File: src/rtl/multi_ctrl_fsm.sv
// multi_ctrl_fsm: main control FSM of the multi-cycle MIPS datapath.
// Inputs : clk, rst_n (async active-low), opcode (IR[31:26]), mem_ready (memory handshake).
// Outputs: datapath enables/muxes (PCWrite, PCWriteCond, PCSource, IorD, MemRead, MemWrite,
//          IRWrite, MemtoReg, RegDst, RegWrite, ALUSrcA, ALUSrcB, ExtZero), ALUop,
//          state (debug), illegal_op (sticky), instr_done (retire pulse), retired (count).
module multi_ctrl_fsm #(
  parameter int CNT_W = 32
) (
  input  logic             clk,
  input  logic             rst_n,
  input  logic [5:0]       opcode,
  input  logic             mem_ready,
  output logic             PCWrite,
  output logic             PCWriteCond,
  output logic [1:0]       PCSource,
  output logic             IorD,
  output logic             MemRead,
  output logic             MemWrite,
  output logic             IRWrite,
  output logic             MemtoReg,
  output logic             RegDst,
  output logic             RegWrite,
  output logic             ALUSrcA,
  output logic [1:0]       ALUSrcB,
  output logic             ExtZero,
  output logic [1:0]       ALUop,
  output logic [3:0]       state,
  output logic             illegal_op,
  output logic             instr_done,
  output logic [CNT_W-1:0] retired
);
  typedef enum logic [3:0] {
    S_RST, S_IF, S_ID, S_MA, S_MRD, S_WBL, S_MWR, S_EXR, S_WBR, S_BR, S_JMP, S_EXI, S_WBI
  } state_t;
  state_t           r_state, w_next;
  logic             r_ext, r_illegal, r_done;
  logic [CNT_W-1:0] r_cnt;
  logic             w_retire, w_illegal, w_ext;
  // andi/ori/xori (0011xx) zero-extend; addi/slti sign-extend
  assign w_ext      = opcode[5:2] == 4'b0011;
  assign state      = r_state;
  assign illegal_op = r_illegal;
  assign instr_done = r_done;
  assign retired    = r_cnt;
  always_ff @(posedge clk or negedge rst_n) begin
    if (!rst_n) begin
      r_state   <= S_RST;
      r_ext     <= 1'b0;
      r_illegal <= 1'b0;
      r_done    <= 1'b0;
      r_cnt     <= '0;
    end else begin
      r_state   <= w_next;
      r_ext     <= r_state == S_EXI ? w_ext : r_ext;
      r_illegal <= r_illegal | w_illegal;
      r_done    <= w_retire;
      r_cnt     <= r_cnt + CNT_W'(w_retire);
    end
  end
  always_comb begin
    w_next      = S_IF;
    w_retire    = 1'b0;
    w_illegal   = 1'b0;
    PCWrite     = 1'b0;
    PCWriteCond = 1'b0;
    PCSource    = 2'b00;
    IorD        = 1'b0;
    MemRead     = 1'b0;
    MemWrite    = 1'b0;
    IRWrite     = 1'b0;
    MemtoReg    = 1'b0;
    RegDst      = 1'b0;
    RegWrite    = 1'b0;
    ALUSrcA     = 1'b0;
    ALUSrcB     = 2'b00;
    ExtZero     = 1'b0;
    ALUop       = 2'b00;
    case (r_state)
      S_IF: begin
        MemRead = 1'b1;
        ALUSrcB = 2'b01;
        IRWrite = mem_ready;
        PCWrite = mem_ready;
        w_next  = mem_ready ? S_ID : S_IF;
      end
      S_ID: begin
        ALUSrcB = 2'b11;
        case (opcode)
          6'b000000:                   w_next = S_EXR;
          6'b100011, 6'b101011:        w_next = S_MA;
          6'b000100:                   w_next = S_BR;
          6'b000010:                   w_next = S_JMP;
          6'b001000, 6'b001010,
          6'b001100, 6'b001101,
          6'b001110:                   w_next = S_EXI;
          default:                     w_illegal = 1'b1;
        endcase
      end
      S_MA: begin
        ALUSrcA = 1'b1;
        ALUSrcB = 2'b10;
        w_next  = opcode == 6'b100011 ? S_MRD : S_MWR;
      end
      S_MRD: begin
        MemRead = 1'b1;
        IorD    = 1'b1;
        w_next  = mem_ready ? S_WBL : S_MRD;
      end
      S_WBL: begin
        RegWrite = 1'b1;
        MemtoReg = 1'b1;
        w_retire = 1'b1;
      end
      S_MWR: begin
        MemWrite = 1'b1;
        IorD     = 1'b1;
        w_retire = mem_ready;
        w_next   = mem_ready ? S_IF : S_MWR;
      end
      S_EXR: begin
        ALUSrcA = 1'b1;
        ALUop   = 2'b10;
        w_next  = S_WBR;
      end
      S_WBR: begin
        RegDst   = 1'b1;
        RegWrite = 1'b1;
        w_retire = 1'b1;
      end
      S_BR: begin
        ALUSrcA     = 1'b1;
        ALUop       = 2'b01;
        PCWriteCond = 1'b1;
        PCSource    = 2'b01;
        w_retire    = 1'b1;
      end
      S_JMP: begin
        PCWrite  = 1'b1;
        PCSource = 2'b10;
        w_retire = 1'b1;
      end
      S_EXI: begin
        ALUSrcA = 1'b1;
        ALUSrcB = 2'b10;
        ALUop   = 2'b11;
        ExtZero = w_ext;
        w_next  = S_WBI;
      end
      S_WBI: begin
        RegWrite = 1'b1;
        ExtZero  = r_ext;
        w_retire = 1'b1;
      end
      default: w_next = S_IF;
    endcase
  end
endmodule

File: config.mk
export PLATFORM = sky130hd
export DESIGN_NAME = multi_ctrl_fsm
export DESIGN_NICKNAME = d
export VERILOG_FILES = /design/src/rtl/multi_ctrl_fsm.sv
export SDC_FILE = /design/constraint.sdc
export NUM_CORES = 1
export LEC_CHECK = 0
export ABC_AREA = 1
export BUFFER_PORTS_ARGS = -buffer_cell sky130_fd_sc_hd__buf_2
export CAP_MARGIN = 20
export CORE_UTILIZATION = 56
export CTS_BUF_LIST = sky130_fd_sc_hd__clkbuf_16
export CTS_CLUSTER_DIAMETER = 40
export DETAILED_ROUTE_END_ITERATION = 12
export HOLD_SLACK_MARGIN = 0.12
export PLACE_DENSITY = 0.93
export SLEW_MARGIN = 10
export SYNTH_ARGS = -nofsm -noshare
export SYNTH_HDL_FRONTEND = slang
export SYNTH_SLANG_ARGS = --single-unit
File: constraint.sdc
create_clock -name clk -period 6.7 [get_ports clk]
set_clock_uncertainty 0.2 [all_clocks]
set_input_delay 1.675 -clock clk [delete_from_list [all_inputs] [get_ports clk]]
set_output_delay 1.675 -clock clk [all_outputs]
set_load 0.01 [all_outputs]
After elaboration in Yosys (flattened, before gate mapping)
Cells that the tools add are included.
Widths: inputs -> output; s select.
{"block": "op_classes", "n_addsub": 1, "n_eq_ne": 22, "n_mux": 23, "bitwise_logic": 1, "n_reduce_logical": 10}
{"op": "$add 32x1->32", "count": 1}
{"op": "$eq 6x4->1 const B", "count": 5}
{"op": "$pmux 4 s7", "count": 1}
{"op": "$eq 4x4->1 const B", "count": 5}
{"op": "$pmux 4 s5", "count": 1}
{"op": "$eq 4x3->1 const B", "count": 4}
{"op": "$eq 4x2->1 const B", "count": 3}
{"op": "$eq 6x6->1 const B", "count": 2}
{"op": "$mux 1", "count": 12}
{"op": "$pmux 2 s3", "count": 2}
{"op": "$reduce_or 10->1", "count": 1}
{"op": "$reduce_or 5->1", "count": 2}
{"op": "$reduce_or 2->1", "count": 4}
{"op": "$eq 6x2->1 const B", "count": 1}
{"op": "$eq 6x3->1 const B", "count": 1}
{"op": "$logic_not 6->1", "count": 1}
{"op": "$pmux 1 s2", "count": 3}
{"op": "$eq 4x1->1 const B", "count": 1}
{"op": "$mux 2", "count": 2}
{"op": "$pmux 2 s2", "count": 1}
{"op": "$reduce_or 4->1", "count": 1}
{"op": "$mux 3", "count": 1}
{"op": "$reduce_or 3->1", "count": 1}
{"op": "$or 1x1->1", "count": 1}
{"block": "totals", "ff_bits": 39, "in_bits": 9, "out_inout_bits": 55, "elab_cells": 62}

Depth between registers and ports, before layout
{"block": "depth", "ltp_word": 5, "depth_mapped": 15, "depth_no_buf": 15}

Least setup slack after synthesis
OpenSTA, ideal clock, no wires.
{"block": "synth_timing", "path_type": "in2out", "from": "in opcode[5]", "to": "out ExtZero", "t_arrival_ns": 2.070, "required_time_ns": 4.825, "setup_slack_ns": 2.755, "path_stages": 5, "cell_sequence": "inv_1 -> nand2_1 -> nor2_1 -> nand3_1 -> nand2_1"}
{"block": "synth_via", "elab_chain_cells": 2}
{"element": "start, declared", "line_no": "11", "source": "input logic [5:0] opcode,"}
{"element": "$eq 4x2->1", "line_no": "40", "source": "assign w_ext = opcode[5:2] == 4'b0011;"}
{"element": "$pmux 1 s2", "line_no": "78", "source": "case (r_state)"}
{"element": "end, declared", "line_no": "25", "source": "output logic ExtZero,"}
No other way between the ends.

Final worst setup path
Same ends and word-level chain as after synthesis.

==> impl_metrics.tcl <==
set metrics [dict create \
    die_width_um 66.47 \
    track_usage_pct 28.81 \
    cts_tree "done" \
    antenna_left 0 \
    wirelength_mm 6.010 \
    first_pass_iters 8 \
    final_cell_mix "105 x nand2_1, 63 x buf_2, 56 x nor2_1" \
    syn_nets 338 \
    antenna_cells 0 \
    critPathBufInv 3 \
    syn-mean-instance-area_um2 7.117 \
    p_switching_uw 267.1 \
    clk_path_buf_depth 2 \
    min_path_type "reg2reg" \
    critPathLaunch "opcode[5]" \
    synth-seq-cells 39 \
    hold_viol 0 \
    port_buffers 63 \
    path_clk_slew_ps 50 \
    ff2ff_path_depth 15 \
    crit_cells 7 \
    syn_area_um2 2327 \
    cp.required_ps 4830 \
    end_kind "output port" \
    synth_cells 327 \
    nets 407 \
    clock_latency_ps 280 \
    pwr-share-seq_pct 39.9 \
    num_rows 23 \
    wl_per_cell_um 13.45 \
    vias_per_cell 5.360 \
    post_cts.repair.setup_buffers 0 \
    fillers 336 \
    yosysSeqAreaShare_pct 41.94 \
    comb_power_share_pct 30.2 \
    internal-power_uw 480.3 \
    max_stage_delay_ps 130 \
    synth_warnings 0 \
    gp_congestion 0.9218 \
    hpwl_mm 4.687 \
    cts_buffers 5 \
    drive_gt1_share_pct 21.41 \
    max_cap_viol_count 0 \
    fin_crit_sh_pct 63.23 \
    worstSetupPathType "in2out" \
    num_vias 2396 \
    period_needed_ps 4237 \
    grt_pass1_vias 2235 \
    hp-start "retired[31]" \
    synth_cell_types 23 \
    rsz0062_at_grt "false" \
    start_kind "input port" \
    core_area_um2 4000 \
    area_growth_pct 21.77 \
    setup_tns_ps 0 \
    timing.rr.start "state[3]" \
    multi_input_area_um2 1186 \
    crit_family "simple AND/OR/NAND/NOR gates" \
    grt-ovfl-total 0 \
    worst_slew_pin_slew_ps 840.9 \
    cts_resized 0 \
    ir_drop_uv 165.2 \
    start_util_pct 58.18 \
    power.density_nw_per_um2 263.7 \
    grt_pass1_wl_mm 9.508 \
    final_max_slew_viol_count 0 \
    hold_buffers 0 \
    worst_slew_margin_rel_pct 43.94 \
    htreeDepth 2 \
    p_sw_share_pct 35.73 \
    regArea_um2 975.9 \
    whs_ps 278.8 \
    grt_start_max_net_pins 40 \
    worstPathCellList "buf_2 -> inv_1 -> nand2_1 -> nor2_1 -> nand3_1 -> nand2_1 -> buf_2" \
    dieHeight_um 66.47 \
    cp_data_arrival_time_ps 2360 \
    final_common_cell "nand2_1" \
    io_pins 64 \
    setup_viol 0 \
    cts_sinks 39 \
    cp_slowest_cell "nand3_1" \
    drc_errors 1 \
    root_buffer "clkbuf_16" \
    violations "DRC" \
    status "finished, violations left" \
    antenna_found_initial 0 \
    hold_depth 2 \
    crit_fanout 2 \
    p_leak_nw 1.529 \
    fmax_mhz 236.0 \
    pwr-share-clk_pct 29.9 \
    drtIter0Drc 230 \
    die_area_um2 4418 \
]
## path summary, 6_finish.rpt
kind / end / slack [ps]
min in group asynchronous: retired[14] / 1290
worst min-delay path: retired[31] / 280
worst min register to register: retired[31] / 280
max in group asynchronous: retired[16] / 4470
worst max-delay path: ExtZero / 2460
worst max register to register: retired[30] / 3940
## cells by family after synthesis
kind of cell               Yosys count  share of synthesized area [%]
adders and majority gates            2                          1.075
AOI/OAI and AO/OA                    8                          1.935
buffers and inverters               43                          7.097
DFF                                 39                          41.94
xor gates and xnor gates            15                          5.645
and+or+nand+nor                    220                          42.31
## worst reg2reg max path, cell delays in order (launching register included)
cell and delay, ps:
dfrtp_1 410, inv_1 100, nor2_1 140, inv_1 150, nor2_1 210, nor2_1 80
nand3_1 90, ha_1 230, ha_1 220, nand3_2 170, nor2_2 240, inv_1 80
nor2_2 170, nand2_1 80, nand2_1 60, nand2_1 50
## routing by layer
| layer | part of all wire (%) | up-vias | wire length (µm) | global-route usage, % |
|---|---|---|---|---|
| met3 | 6.7 | 26 | 401 | 6.849 |
| met4 | 3.3 | 0 | 199 | 14.36 |
| met1 | 40 | 1125 | 2381 | 32.75 |
| li1 | - | 1146 | - | - |
| met2 | 50 | 99 | 3027 | 50.13 |
| met5 | 0 | - | 0 | 0 |
## power groups by stage
stage	Combinational [mW]	Sequential, mW	Clock, mW
4_1_cts	0.226	0.297	0.223
3_5_place_dp	0.225	0.300	0
3_3_place_gp	0.220	0.300	0
5_1_grt	0.250	0.302	0.233
2_1_floorplan	0.125	0.309	0
6_report	0.226	0.298	0.224
## sequential cells by signal (all words and copies together) (netlist names)
| signal | cells |
|---|---|
| instr_done | 1 |
| r_ext | 1 |
| retired | 32 |
| state | 4 |
| illegal_op | 1 |
## cell usage after synthesis
cell type | count | area share [%]
o21ai_0 | 5 | 1.1
nand3_1 | 22 | 4.7
nand2_2 | 4 | 1.1
buf_4 | 1 | 0.32
xnor2_1 | 2 | 0.75
nor2_1 | 56 | 9.0
nor3b_1 | 1 | 0.32
inv_1 | 41 | 6.6
nand4_1 | 5 | 1.3
nor3_4 | 2 | 1.4
nor2_2 | 5 | 1.3
xor2_1 | 13 | 4.9
nor3_2 | 2 | 0.86
nor2_4 | 2 | 0.97
nand3_2 | 1 | 0.43
nand3b_1 | 6 | 1.9
nand2_1 | 105 | 17
nor3_1 | 9 | 1.9
o22ai_1 | 2 | 0.54
ha_1 | 2 | 1.1
o21bai_1 | 1 | 0.32
inv_2 | 1 | 0.16
dfrtp_1 | 39 | 42
## layout make-up
cell class              instances  area share, %
multi-input cells             245          41.85
flip-flops and latches         39          34.44
repair buffers                 63          11.13
inverters                      42          5.563
clock buffers                   5          4.415
well taps                      50          2.208
clock inverters                 3         0.3974
## per-stage QoR
step | power (mW) | setup WS, ps | cell area (µm²) | instances | util, %
final | 0.7474 | 2463 | 2834 | 447 | 70.85
after global routing | 0.7846 | 2410 | 2834 | 447 | 70.85
after floorplan | 0.4335 | 2755 | 2327 | 327 | -
after global placement | 0.5203 | 2503 | 2698 | 439 | 67.44
after CTS | 0.7463 | 2464 | 2834 | 447 | 70.85
after detailed placement | 0.5251 | 2466 | 2698 | 439 | 67.44
Note: power is estimated with default switching activity, not from simulation.
